`src/rtl/range_updown_counter.sv`:
```
// Up/down modulo counter over [MIN..MAX] with clamped parallel load and cascade carry-out.
// Optional saturation mode (adds the sat port) is enabled by defining RANGE_CNT_SAT_EN.
module range_updown_counter #(
    parameter int WIDTH = 4,
    parameter int MIN   = 2,
    parameter int MAX   = 9
) (
    input  logic             clk,
    input  logic             rst,
    input  logic             ce,
    input  logic             up,
    input  logic             load,
    input  logic [WIDTH-1:0] data,
    output logic [WIDTH-1:0] dout,
    output logic             cout,
    output logic             wrap
`ifdef RANGE_CNT_SAT_EN
    ,
    input  logic             sat
`endif
);

    localparam logic [WIDTH-1:0] MIN_V = WIDTH'(MIN);
    localparam logic [WIDTH-1:0] MAX_V = WIDTH'(MAX);

    logic [WIDTH-1:0] dout_q, dout_d;
    logic             wrap_q, wrap_d;
    logic             at_max, at_min, in_range;
    logic             sat_hold;

`ifdef RANGE_CNT_SAT_EN
    assign sat_hold = sat;
`else
    assign sat_hold = 1'b0;
`endif

    assign at_max   = (dout_q == MAX_V);
    assign at_min   = (dout_q == MIN_V);
    assign in_range = (dout_q >= MIN_V) && (dout_q <= MAX_V);

    // Terminal compare happens before any step, so MIN==0 never needs a borrow.
    always_comb begin
        dout_d = dout_q;
        wrap_d = 1'b0;
        if (load) begin
            if (data < MIN_V) begin
                dout_d = MIN_V;
            end else if (data > MAX_V) begin
                dout_d = MAX_V;
            end else begin
                dout_d = data;
            end
        end else if (ce) begin
            if (!in_range) begin
                dout_d = MIN_V;
            end else if (up) begin
                if (at_max) begin
                    if (!sat_hold) begin
                        dout_d = MIN_V;
                        wrap_d = 1'b1;
                    end
                end else begin
                    dout_d = dout_q + WIDTH'(1);
                end
            end else begin
                if (at_min) begin
                    if (!sat_hold) begin
                        dout_d = MAX_V;
                        wrap_d = 1'b1;
                    end
                end else begin
                    dout_d = dout_q - WIDTH'(1);
                end
            end
        end
    end

    always_ff @(posedge clk) begin
        if (!rst) begin
            dout_q <= MIN_V;
            wrap_q <= 1'b0;
        end else begin
            dout_q <= dout_d;
            wrap_q <= wrap_d;
        end
    end

    // Combinational so the next stage steps on the same edge this one wraps.
    assign cout = ce & ((up & at_max) | (~up & at_min));
    assign dout = dout_q;
    assign wrap = wrap_q;

endmodule

```
`config.mk`:
```
export PLATFORM = sky130hd
export DESIGN_NAME = range_updown_counter
export DESIGN_NICKNAME = d
export VERILOG_FILES = /design/src/rtl/range_updown_counter.sv
export SDC_FILE = /design/constraint.sdc
export NUM_CORES = 1
export LEC_CHECK = 0
export ABC_AREA = 1
export BUFFER_PORTS_ARGS = -buffer_cell sky130_fd_sc_hd__buf_2
export CORE_AREA = 8 8 45 47
export CTS_BUF_LIST = sky130_fd_sc_hd__clkbuf_2 sky130_fd_sc_hd__clkbuf_4 sky130_fd_sc_hd__clkbuf_8
export CTS_CLUSTER_SIZE = 30
export DETAILED_ROUTE_END_ITERATION = 7
export DIE_AREA = 0 0 53 55
export HOLD_SLACK_MARGIN = 0.15
export PLACE_DENSITY = 0.7
export SLEW_MARGIN = 25
export SYNTH_ARGS = -nofsm -noshare
export SYNTH_HDL_FRONTEND = slang
export SYNTH_SLANG_ARGS = --single-unit
export TNS_END_PERCENT = 1
```
`constraint.sdc`:
```
create_clock -name clk -period 3.43 [get_ports clk]
set_clock_uncertainty 0.05 [all_clocks]
set_input_delay 0.1715 -clock clk [delete_from_list [all_inputs] [get_ports clk]]
set_output_delay 0.1715 -clock clk [all_outputs]
set_load 0.005 [all_outputs]
```
## After elaboration in Yosys (flattened, before gate mapping)

Cells that the tools add are included.

- $add $sub $neg: 2
- Magnitude comparators: 4
- Eq/ne operators: 2
- Mux-type cells: 11
- Bitwise gates (word level): 8
- Reductions and logical operators: 3

Operators with widths:

| cell | count |
|---|---|
| $mux W4 | 8 |
| $add A4 B1 Y4 const B | 1 |
| $eq A4 B2 Y1 const B | 1 |
| $eq A4 B4 Y1 const B | 1 |
| $ge A4 B2 Y1 const B | 1 |
| $gt A4 B4 Y1 const B | 1 |
| $le A4 B4 Y1 const B | 1 |
| $lt A4 B2 Y1 const B | 1 |
| $not A1 Y1 | 4 |
| $reduce_or A4 Y1 | 1 |
| $sub A4 B1 Y4 const B | 1 |
| $and A1 B1 Y1 | 3 |
| $mux W1 | 3 |
| $reduce_bool A2 Y1 | 1 |
| $logic_and A1 B1 Y1 | 1 |
| $or A1 B1 Y1 | 1 |

- Flip-flop bits (word level): 5
- Bits of input ports: 9
- Word-level logic and storage cells: 32

## Longest topological paths before layout

Gate-level depths: netlist of the first run.

- Word-level depth: 6
- Depth in mapped cells: 9

## Least setup slack after synthesis of the first run

No wires, ideal clock.

- Path type: register -> register
- Start: reg dout_q[0] (netlist: dout[0])
- End: reg dout_q[3] (netlist: dout[3])
- Setup time: 111 ps
- Data arrival time: 1253 ps
- Data required time: 3269 ps
- Slack: 2016 ps
- Stages on the path, launching flop included: 9
- Buffers on the path: 0
- Path through: dfxtp_1 -> inv_1 -> ha_1 -> a21oi_1 -> nand3_1 -> nand2_1 -> nor2_1 -> nor2_1 -> nor2_1

- Cells in the longest elaborated chain, start to end: 6

Ends and longest elaborated chain:

| item | line | text |
|---|---|---|
| start, declared | 26 | `logic [WIDTH-1:0] dout_q, dout_d;` |
| start signal, assigned | 83 | `dout_q <= dout_d;` |
| $sub A4 B1 Y4 (tied with other cells) | 72 | `dout_d = dout_q - WIDTH'(1);` |
| $mux W4, on equally long branches | 66, 57 |  |
| $mux W4 | 56 | `end else if (up) begin` |
| $mux W4 (*) | 54 | `if (!in_range) begin` |
| $mux W4 (*) | 53 | `end else if (ce) begin` |
| $mux W4 (*) | 45 | `if (load) begin` |

Mark *: on every way between the ends. The rest lies on a longest branch, timed or not. The select of a mux whose other input is x is not followed.
A chain may end at the register's enable or synchronous reset.

## Final worst setup path of the first run

- Start: reg dout_q[0] (netlist: dout[0])
- End: out cout

- Cells in the longest elaborated chain, start to end: 4

Ends and longest elaborated chain:

| item | line | text |
|---|---|---|
| $eq A4 B4 Y1 / $eq A4 B2 Y1 (equally long branches) | 37, 38 |  |
| $and A1 B1 Y1 | 89 | `assign cout = ce & ((up & at_max) \| (~up & at_min));` |
| $or A1 B1 Y1 (*) | 89 |  |
| $and A1 B1 Y1 (*) | 89 |  |
| end, declared | 15 | `output logic cout,` |

Mark *: on every way between the ends. The rest lies on a longest branch, timed or not.

==> impl_metrics.toml, run 1 <==
[cts]
clock-root-buffer = "clkbuf_4"
cts_hold_buf = 1
clk_pin_slew_ps = 50
ctsResizeCount = 0
numCtsBuffers = 3
ctsHtreeMaxLevel = 1
cts.path.max_buffers = 2
cts_tree = "built"
clk_latency_ps = 240
cts_sinks = 5
cts_setup_buffers = 0

[cells_and_area]
drive_gt1_frac = 0.198
syn2layout_area_growth_pct = 25.2
final_cell_mix = "18 x nand2_1, 14 x nor2_1, 14 x buf_2, 11 x inv_1, 7 x nand3_1"
final_common_cell = "nand2_1"
final_cell_count_no_fill = 112
diodes = 0
final_util = 0.427
fill_cells = 157
finalNetCount = 110

[power_and_ir_drop]
ir_drop_mv = 0.166
p_leak_nw = 0.322
power_density_mw_per_mm2 = 365

[placed_design]
place.gp.congestion = 0.838
pre_cts_ws_ps = 1770
hpwl_mm = 1.04
placed_cells = 107
port_buffers = 14

[yosys]
synthTopCellsByArea = "dfxtp_1 21%, nand2_1 14%, nor2_1 11%"
yosys_warnings = 0
synth_cell_types = 17
synthDominantCellAreaShare = 0.212
synth_nets = 91
synth-seq-cells = 5
syn_area_um2 = 472
ys_seq_area_frac = 0.212
syn_area_per_cell_um2 = 6.05
yosys.area.top_type = "dfxtp_1"
synth_cells = 78

[min_path]
holdPathStages = 5
hp-class = "primary input to register"
min_from = "ce"
hold_path_end = "dout[1]$_SDFFE_PN1P_"

[sta]
period_share = 0.540
rsz0062_at_grt = "false"
max_slew_margin = 0.764
slew_viol_final = 0
hold_viol = 0
setup_viol = 0
tightest_slew_ps = 354
setup_ws_ps = 1580
fin_setup_tns_ps = 0
max_freq_mhz = 540
min_period_ps = 1850

[drt]
drt_iter0_drc = 13
first_pass_iters = 6
route.detailed.drc = 0
vias_per_cell = 4.91
ant_nets = 0
wl_per_cell_um = 11.4
vias = 550
drt_wl_total_mm = 1.28

[critical_path]
r2r_end = "dout[3]$_SDFFE_PN0P_"
cp_top_family = "flip-flops"
ff2ff_setup_slack_ps = 1760
cp_max_fo = 7
cpPeakStageDelay_ps = 440
crit_type = "register to primary output"
startpoint = "dout[0]$_SDFFE_PN0P_"
cp-end-kind = "primary output"
crit_slowest_cell = "dfxtp_1"
cp_cell_sequence = "inv_1 -> ha_1 -> a21oi_1 -> nor2_1 -> buf_2"
crit_arrival_ps = 1630
r2r-start = "dout[0]$_SDFFE_PN0P_"
setup.worst_path.start_class = "register"
worstRegToRegCells = 8
cp.required_ps = 3210
path_buf_inv = 2

[floorplan]
fp-row-count = 14
core_mm2 = 0.00138
die_area_mm2 = 0.00292
die_w_um = 53
io-pin-count = 15
die_h_um = 55
initial_utilization = 0.341

[run]
maxCapViolations = 0

[global_route]
grt_first_pass_wirelength_mm = 2.01
grt.overflow.total = 0
track_usage = 0.0869
grt_max_degree = 10
antenna_found_initial = 0
grt_pass1_vias = 512

[run_status]
outcome = "finished, final reports clean"
worst max path at each step:
stage / endpoint / slack, ps / cells past startpoint
finish: cout / 1580 / 5
floorplan: dout[3]$_SDFFE_PN0P_ / 2020 / 8
detailed placement: dout[3]$_SDFFE_PN0P_ / 1770 / 8
global route: cout / 1420 / 5
CTS: cout / 1570 / 5
global placement: dout[3]$_SDFFE_PN0P_ / 1770 / 8
where the power goes:
part | total [mW] | internal, mW | leakage, nW | switching, mW
sequential | 0.0722 | 0.0628 | 0.0413 | 0.00937
clock | 0.0774 | 0.0519 | 0.0184 | 0.0254
combinational | 0.0657 | 0.0282 | 0.262 | 0.0375
total | 0.215 | 0.143 | 0.322 | 0.0723
layout make-up:
type	count	area (µm²)	area share
tap	16	20.0	0.0339
multi-input combinational	61	319	0.540
sequential	5	100	0.169
clock buffer	4	30.0	0.0508
timing repair buffer	15	80.1	0.136
inverter	11	41.3	0.0699
worst reg2reg max path, stage by stage, from the launching register on:
cell and delay [ps]:
dfxtp_1 440, inv_1 160, ha_1 250, a21oi_1 280, nand3_1 130, nand2_1 90
nor2_1 40, nor2_1 80, nor2_1 40
synth_stat cells:
| cell type | count |
|---|---|
| a21oi_1 | 3 |
| and3_1 | 1 |
| buf_6 | 1 |
| dfxtp_1 | 5 |
| ha_1 | 4 |
| inv_1 | 11 |
| nand2_1 | 18 |
| nand3_1 | 7 |
| nand3_2 | 1 |
| nand4_1 | 2 |
| nor2_1 | 14 |
| o211ai_1 | 1 |
| o21ai_0 | 5 |
| o21ai_1 | 1 |
| o22ai_1 | 1 |
| xnor2_1 | 2 |
| xor2_1 | 1 |
metrics by stage:
stage	cell area, µm²	power (mW)	hold slack (ps)
after floorplan	472	0.116	190
after global placement	551	0.137	347
after detailed placement	551	0.137	349
after CTS	591	0.214	239
after global routing	591	0.232	267
final	591	0.215	231
sequential cells by signal, indices dropped and copies added (netlist names):
name	count
wrap	1
dout	4
logic make-up (layout without fill, tap and decap cells):
group           count (synthesis)  count (layout)  share of synthesized area
simple gates                   43              43                      0.390
buf+inv                        12              30                      0.111
compound gates                 11              11                      0.125
flops                           5               5                      0.212
fa+ha+maj                       4               4                      0.106
xor+xnor                        3               3                     0.0557
per-layer routing:
metal / share of wire / up-vias / GRT usage / routed length (µm)
met5: 0 / - / 0 / 0
met4: 0 / 0 / 0.0259 / 0
met3: 0.027 / 0 / 0.0160 / 35
met2: 0.53 / 9 / 0.172 / 678
met1: 0.44 / 256 / 0.0897 / 564
li1: - / 285 / - / -
Power figures use the tool's default switching activity.
==> inputs of run 2 (changes only) <==
--- a/config.mk
+++ b/config.mk
@@ -5,7 +5,7 @@
 export SDC_FILE = /design/constraint.sdc
 export NUM_CORES = 1
 export LEC_CHECK = 0
-export ABC_AREA = 1
+export ABC_AREA = 0
 export BUFFER_PORTS_ARGS = -buffer_cell sky130_fd_sc_hd__buf_2
 export CORE_AREA = 8 8 45 47
 export CTS_BUF_LIST = sky130_fd_sc_hd__clkbuf_2 sky130_fd_sc_hd__clkbuf_4 sky130_fd_sc_hd__clkbuf_8
@@ -13,7 +13,7 @@
 export DETAILED_ROUTE_END_ITERATION = 7
 export DIE_AREA = 0 0 53 55
 export HOLD_SLACK_MARGIN = 0.15
-export PLACE_DENSITY = 0.7
+export PLACE_DENSITY = 0.74
 export SLEW_MARGIN = 25
 export SYNTH_ARGS = -nofsm -noshare
 export SYNTH_HDL_FRONTEND = slang
==> constraint.sdc (replaced) <==
create_clock -name clk -period 1.8 [get_ports clk]
set_clock_uncertainty 0.05 [all_clocks]
set_input_delay 0.09 -clock clk [delete_from_list [all_inputs] [get_ports clk]]
set_output_delay 0.09 -clock clk [all_outputs]
set_load 0.005 [all_outputs]
==> run 2 against run 1 <==
Against the previous run: die area is the same; non-clock buffer count rose by 5; synthesized area grew 10%; clock power is 87% higher; synthesized cell count down 19%; combinational power up 140%; largest power group is now combinational cells.
==> impl_metrics.toml, run 2 <==
[cts]
cts_sinks = 5
ctsHtreeMaxLevel = 1
cts_setup_buffers = 0
clk_latency_ps = 240
clock-root-buffer = "clkbuf_4"
clk_pin_slew_ps = 40
numCtsBuffers = 3
cts_tree = "built"
cts.path.max_buffers = 2

[drt]
first_pass_iters = 4
ant_nets = 0
route.detailed.drc = 0
wl_per_cell_um = 13.2
drt_wl_total_mm = 1.32
vias_per_cell = 5.42
vias = 542
drt_iter0_drc = 17

[floorplan]
die_h_um = 55
die_w_um = 53
initial_utilization = 0.376
io-pin-count = 15
fp-row-count = 14
die_area_mm2 = 0.00292
core_mm2 = 0.00138

[sta]
max_freq_mhz = 599
tightest_slew_ps = 429
fin_setup_tns_ps = 0
rsz0062_at_grt = "false"
hold_viol = 0
setup_viol = 0
slew_viol_final = 0
min_period_ps = 1670
max_slew_margin = 0.712
period_share = 0.928
timing.hold.ws_ps = 155

[cells_and_area]
final_common_cell = "buf_2"
fill_cells = 137
largest_reg_flops = 4
syn2layout_area_growth_pct = 32.0
finalNetCount = 98
final_cell_mix = "14 x buf_2, 5 x a21oi_1, 5 x o21ai_0"
drive_gt1_frac = 0.333
diodes = 0

[yosys]
synth_nets = 76
synth_edf_count = 0
synthTopCellsByArea = "dfxtp_1 19%, ha_1 9.6%, o2111ai_1 5.0%"
synth_ff_type = "dfxtp_1"
yosys.area.top_type = "dfxtp_1"
async_flop_share = 0
synth_common_cells = "5 x a21oi_1, 5 x dfxtp_1, 5 x o21ai_0"
synth_cells = 63
ys_seq_area_frac = 0.192
synthDominantCellAreaShare = 0.192
syn_area_um2 = 520
yosys_warnings = 0
synth-seq-cells = 5
syn_area_per_cell_um2 = 8.26
synth_cell_types = 32

[critical_path]
cp-end-kind = "primary output"
cp_max_fo = 7
cp_cell_sequence = "ha_2 -> and2_1 -> a21oi_1 -> nor3b_2 -> buf_2"
setup.worst_path.start_class = "register"
cp.required_ps = 1660
crit_arrival_ps = 1530
cpPeakStageDelay_ps = 440
crit_type = "register to primary output"
crit_slowest_cell = "dfxtp_1"

[global_route]
grt_pass1_vias = 526
grt.overflow.total = 0
grt_first_pass_wirelength_mm = 2.16
track_usage = 0.0972
grt_max_degree = 14
antenna_found_initial = 0

[power_and_ir_drop]
p_leak_nw = 0.278
ir_drop_mv = 0.341
power_density_mw_per_mm2 = 644

[placed_design]
place.gp.congestion = 0.809
port_buffers = 14
hpwl_mm = 1.03

[run_status]
outcome = "finished, final reports clean"

[run]
maxCapViolations = 0

[min_path]
hp-class = "primary input to register"
==> run 2: cell types whose count changed after synthesis, sizes merged, moves of 4 or more <==
| cell | previous run | this run |
|---|---|---|
| nor3b | 0 | 4 |
| nand3 | 8 | 0 |
| inv | 11 | 4 |
| nand2 | 18 | 0 |
| nand2b | 0 | 4 |
| nor2 | 14 | 1 |
==> run 2: logic make-up after synthesis <==
group	synth area share
compound gates	0.327
xor+xnor	0.0337
fa+ha+maj	0.0962
buf+inv	0.0577
flops	0.192
mux	0.0192
simple gates	0.274
==> run 2: final cells by class <==
cell class | instances | area (µm²) | share of cell area
Tap cell | 16 | 20.0 | 0.0291
Inverter | 4 | 15.0 | 0.0219
Multi-Input combinational cell | 51 | 395 | 0.576
Clock buffer | 4 | 30.0 | 0.0437
Timing Repair Buffer | 20 | 125 | 0.182
Sequential cell | 5 | 101 | 0.148
==> run 2: layer usage <==
metal	vias up	track usage	part of all wire
li1	281	-	-
met1	244	0.114	0.48
met2	17	0.156	0.46
met3	0	0.0134	0.067
met4	0	0.0776	0
met5	-	0	0
==> run 2: power breakdown <==
group / total (mW) / internal (mW) / switching [mW]
combinational: 0.156 / 0.0812 / 0.0753
clock: 0.145 / 0.0988 / 0.0461
sequential: 0.141 / 0.121 / 0.0194
total: 0.442 / 0.301 / 0.141
==> run 2: critical path: cells and delay by family (launching register included) <==
kind                     cells  cell delay, ps
flip-flops                   1             440
buffers and inverters        1             140
AO/OA/AOI/OAI                1              80
adder cells (fa/ha/maj)      1             280
AND/OR/NAND/NOR              2             350
==> run 2: what timing repair did <==
action | CTS | global route
hold buffers | 4 | 0
setup endpoints to repair | 0 | 4
resized for setup | 0 | 4
endpoints found under the hold margin | 4 | 0
==> run 2: final timing paths <==
check / start / endpoint / slack, ps / cells after the start
setup / recovery: dout[0]$_SDFFE_PN0P_ / cout / 130 / 5
hold / removal: load / dout[2]$_SDFFE_PN0P_ / 160 / 3
setup reg to reg: dout[0]$_SDFFE_PN0P_ / dout[2]$_SDFFE_PN0P_ / 200 / 6
hold reg to reg: dout[1]$_SDFFE_PN1P_ / dout[1]$_SDFFE_PN1P_ / 550 / 1
==> run 2: through the flow <==
step	std cells	setup slack (ps)	area (µm²)	power, mW	util
2_1_floorplan	63	300	520	0.241	-
3_3_place_gp	92	185	611	0.288	0.441
3_5_place_dp	92	147	611	0.290	0.441
4_1_cts	100	11.3	681	0.445	0.492
5_1_grt	100	8.62	687	0.472	0.496
6_report	100	130	687	0.442	0.496
==> inputs of run 3 (changes only) <==
--- a/config.mk
+++ b/config.mk
@@ -14,6 +14,7 @@
 export DIE_AREA = 0 0 53 55
 export HOLD_SLACK_MARGIN = 0.15
 export PLACE_DENSITY = 0.74
+export REMOVE_ABC_BUFFERS = 1
 export SLEW_MARGIN = 25
 export SYNTH_ARGS = -nofsm -noshare
 export SYNTH_HDL_FRONTEND = slang
==> run 3 against run 2 <==
Against the previous run: largest cell class unchanged; critical endpoint unchanged; clock-buffer cell count stayed put; highest routed layer is now met4; register-to-register slack hardly changed; sequential share of layout area is 0.11 points lower; non-clock buffer count stayed put.
==> impl_metrics.toml, run 3 (synthesis results as in run 2) <==
[run_status]
outcome = "finished, final reports clean"

[cts]
cts_tree = "built"
cts_setup_buffers = 0
numCtsBuffers = 3
clk_pin_slew_ps = 50
ctsHtreeMaxLevel = 1
cts_sinks = 5
clk_latency_ps = 250
cts.path.max_buffers = 2
clock-root-buffer = "clkbuf_4"

[drt]
wl_per_cell_um = 14.1
vias = 573
drt_iter0_drc = 17
route.detailed.drc = 0
drt_wl_total_mm = 1.41
vias_per_cell = 5.73
first_pass_iters = 4
ant_nets = 0

[floorplan]
core_mm2 = 0.00138
fp-row-count = 14
io-pin-count = 15
die_w_um = 53
die_area_mm2 = 0.00292
initial_utilization = 0.376
die_h_um = 55

[placed_design]
place.gp.congestion = 0.809
hpwl_mm = 1.07
placed_area_um2 = 611
port_buffers = 14
placed_cells = 92
pre_cts_ws_ps = 156

[power_and_ir_drop]
p_leak_nw = 0.279
pwr-share-seq = 0.312
p_switching_mw = 0.150
combPwrFrac = 0.351
p_int_mw = 0.303
ir_drop_mv = 0.323
power_density_mw_per_mm2 = 656
clkPwrFrac = 0.337
total_power_mw = 0.454
swShare = 0.332

[cells_and_area]
final_cell_mix = "14 x buf_2, 5 x a21oi_1, 5 x o21ai_0"
largest_reg_flops = 4
finalNetCount = 98
final_common_cell = "buf_2"
final_util = 0.500
drive_gt1_frac = 0.345
syn2layout_area_growth_pct = 32.9
final_area_um2 = 692
diodes = 0
final_cell_count_no_fill = 100

[min_path]
hp-class = "primary input to register"

[sta]
tightest_slew_ps = 453
max_freq_mhz = 586
hold_viol = 0
setup_ws_ps = 94.4
setup_viol = 0
min_period_ps = 1710
period_share = 0.948
max_slew_margin = 0.697
slew_viol_final = 0

[critical_path]
cp_top_family = "flip-flops"
crit_arrival_ps = 1570
crit_type = "register to primary output"
path_buf_inv = 1
cp_cell_sequence = "ha_2 -> and2_1 -> a21oi_1 -> nor3b_2 -> buf_2"
setup.worst_path.start_class = "register"
cp.required_ps = 1660
cpPeakStageDelay_ps = 440
cp_max_fo = 7
cp-end-kind = "primary output"
crit_slowest_cell = "dfxtp_1"

[global_route]
track_usage = 0.108
grt_max_degree = 15
grt.overflow.total = 0
grt_first_pass_wirelength_mm = 2.33
antenna_found_initial = 0
grt_pass1_vias = 521

[run]
maxCapViolations = 0
==> run 3: cell counts in the layout (fill, tap and decap cells not counted) <==
No cell type changed its count.
==> run 3: worst reg2reg max path, stage by stage (launching register included) <==
cell and delay (ps):
dfxtp_1 440, inv_2 90, ha_2 220, nor4_1 320, a211oi_2 120, o211ai_1 120
a31oi_1 100
==> run 3: final timing paths <==
kind / start / to / slack [ps] / depth (start not counted)
max: dout[0]$_SDFFE_PN0P_ / cout / 90 / 5
min: load / dout[2]$_SDFFE_PN0P_ / 160 / 3
max reg2reg: dout[0]$_SDFFE_PN0P_ / dout[2]$_SDFFE_PN0P_ / 210 / 6
min reg2reg: dout[1]$_SDFFE_PN1P_ / dout[1]$_SDFFE_PN1P_ / 660 / 2
==> run 3: layer usage <==
metal / track usage / vias to the layer above / part of all wire
li1: - / 283 / -
met1: 0.125 / 265 / 0.46
met2: 0.164 / 20 / 0.43
met3: 0.0294 / 5 / 0.078
met4: 0.0905 / 0 / 0.038
met5: 0 / - / 0
==> run 3: area by class of cell <==
cell class | instances | area, µm²
Inverter | 4 | 15.0
Fill cell | 137 | 692
Timing Repair Buffer | 20 | 125
Multi-Input combinational cell | 51 | 400
Sequential cell | 5 | 101
Clock buffer | 4 | 30.0
Tap cell | 16 | 20.0
==> run 3: per-stage QoR <==
stage	TNS (ps)	hold WS (ps)
final	0	163
after global placement	0	330
after CTS	0	154
after global routing	-18.0	179
after floorplan	0	178
after detailed placement	0	340
==> run 3: power by group through the flow <==
stage                     combinational, mW  clock, mW  sequential [mW]
after CTS                             0.157      0.161            0.140
final                                 0.159      0.153            0.142
after detailed placement              0.150          0            0.142
after global placement                0.149          0            0.141
after global routing                  0.178      0.164            0.144
after floorplan                      0.0924          0            0.143
==> run 3: timing repair <==
item                                    CTS  global route
gates resized for setup                   0             5
hold buffers                              4             0
endpoints found under the setup margin    0             2
hold endpoints to repair                  4             0
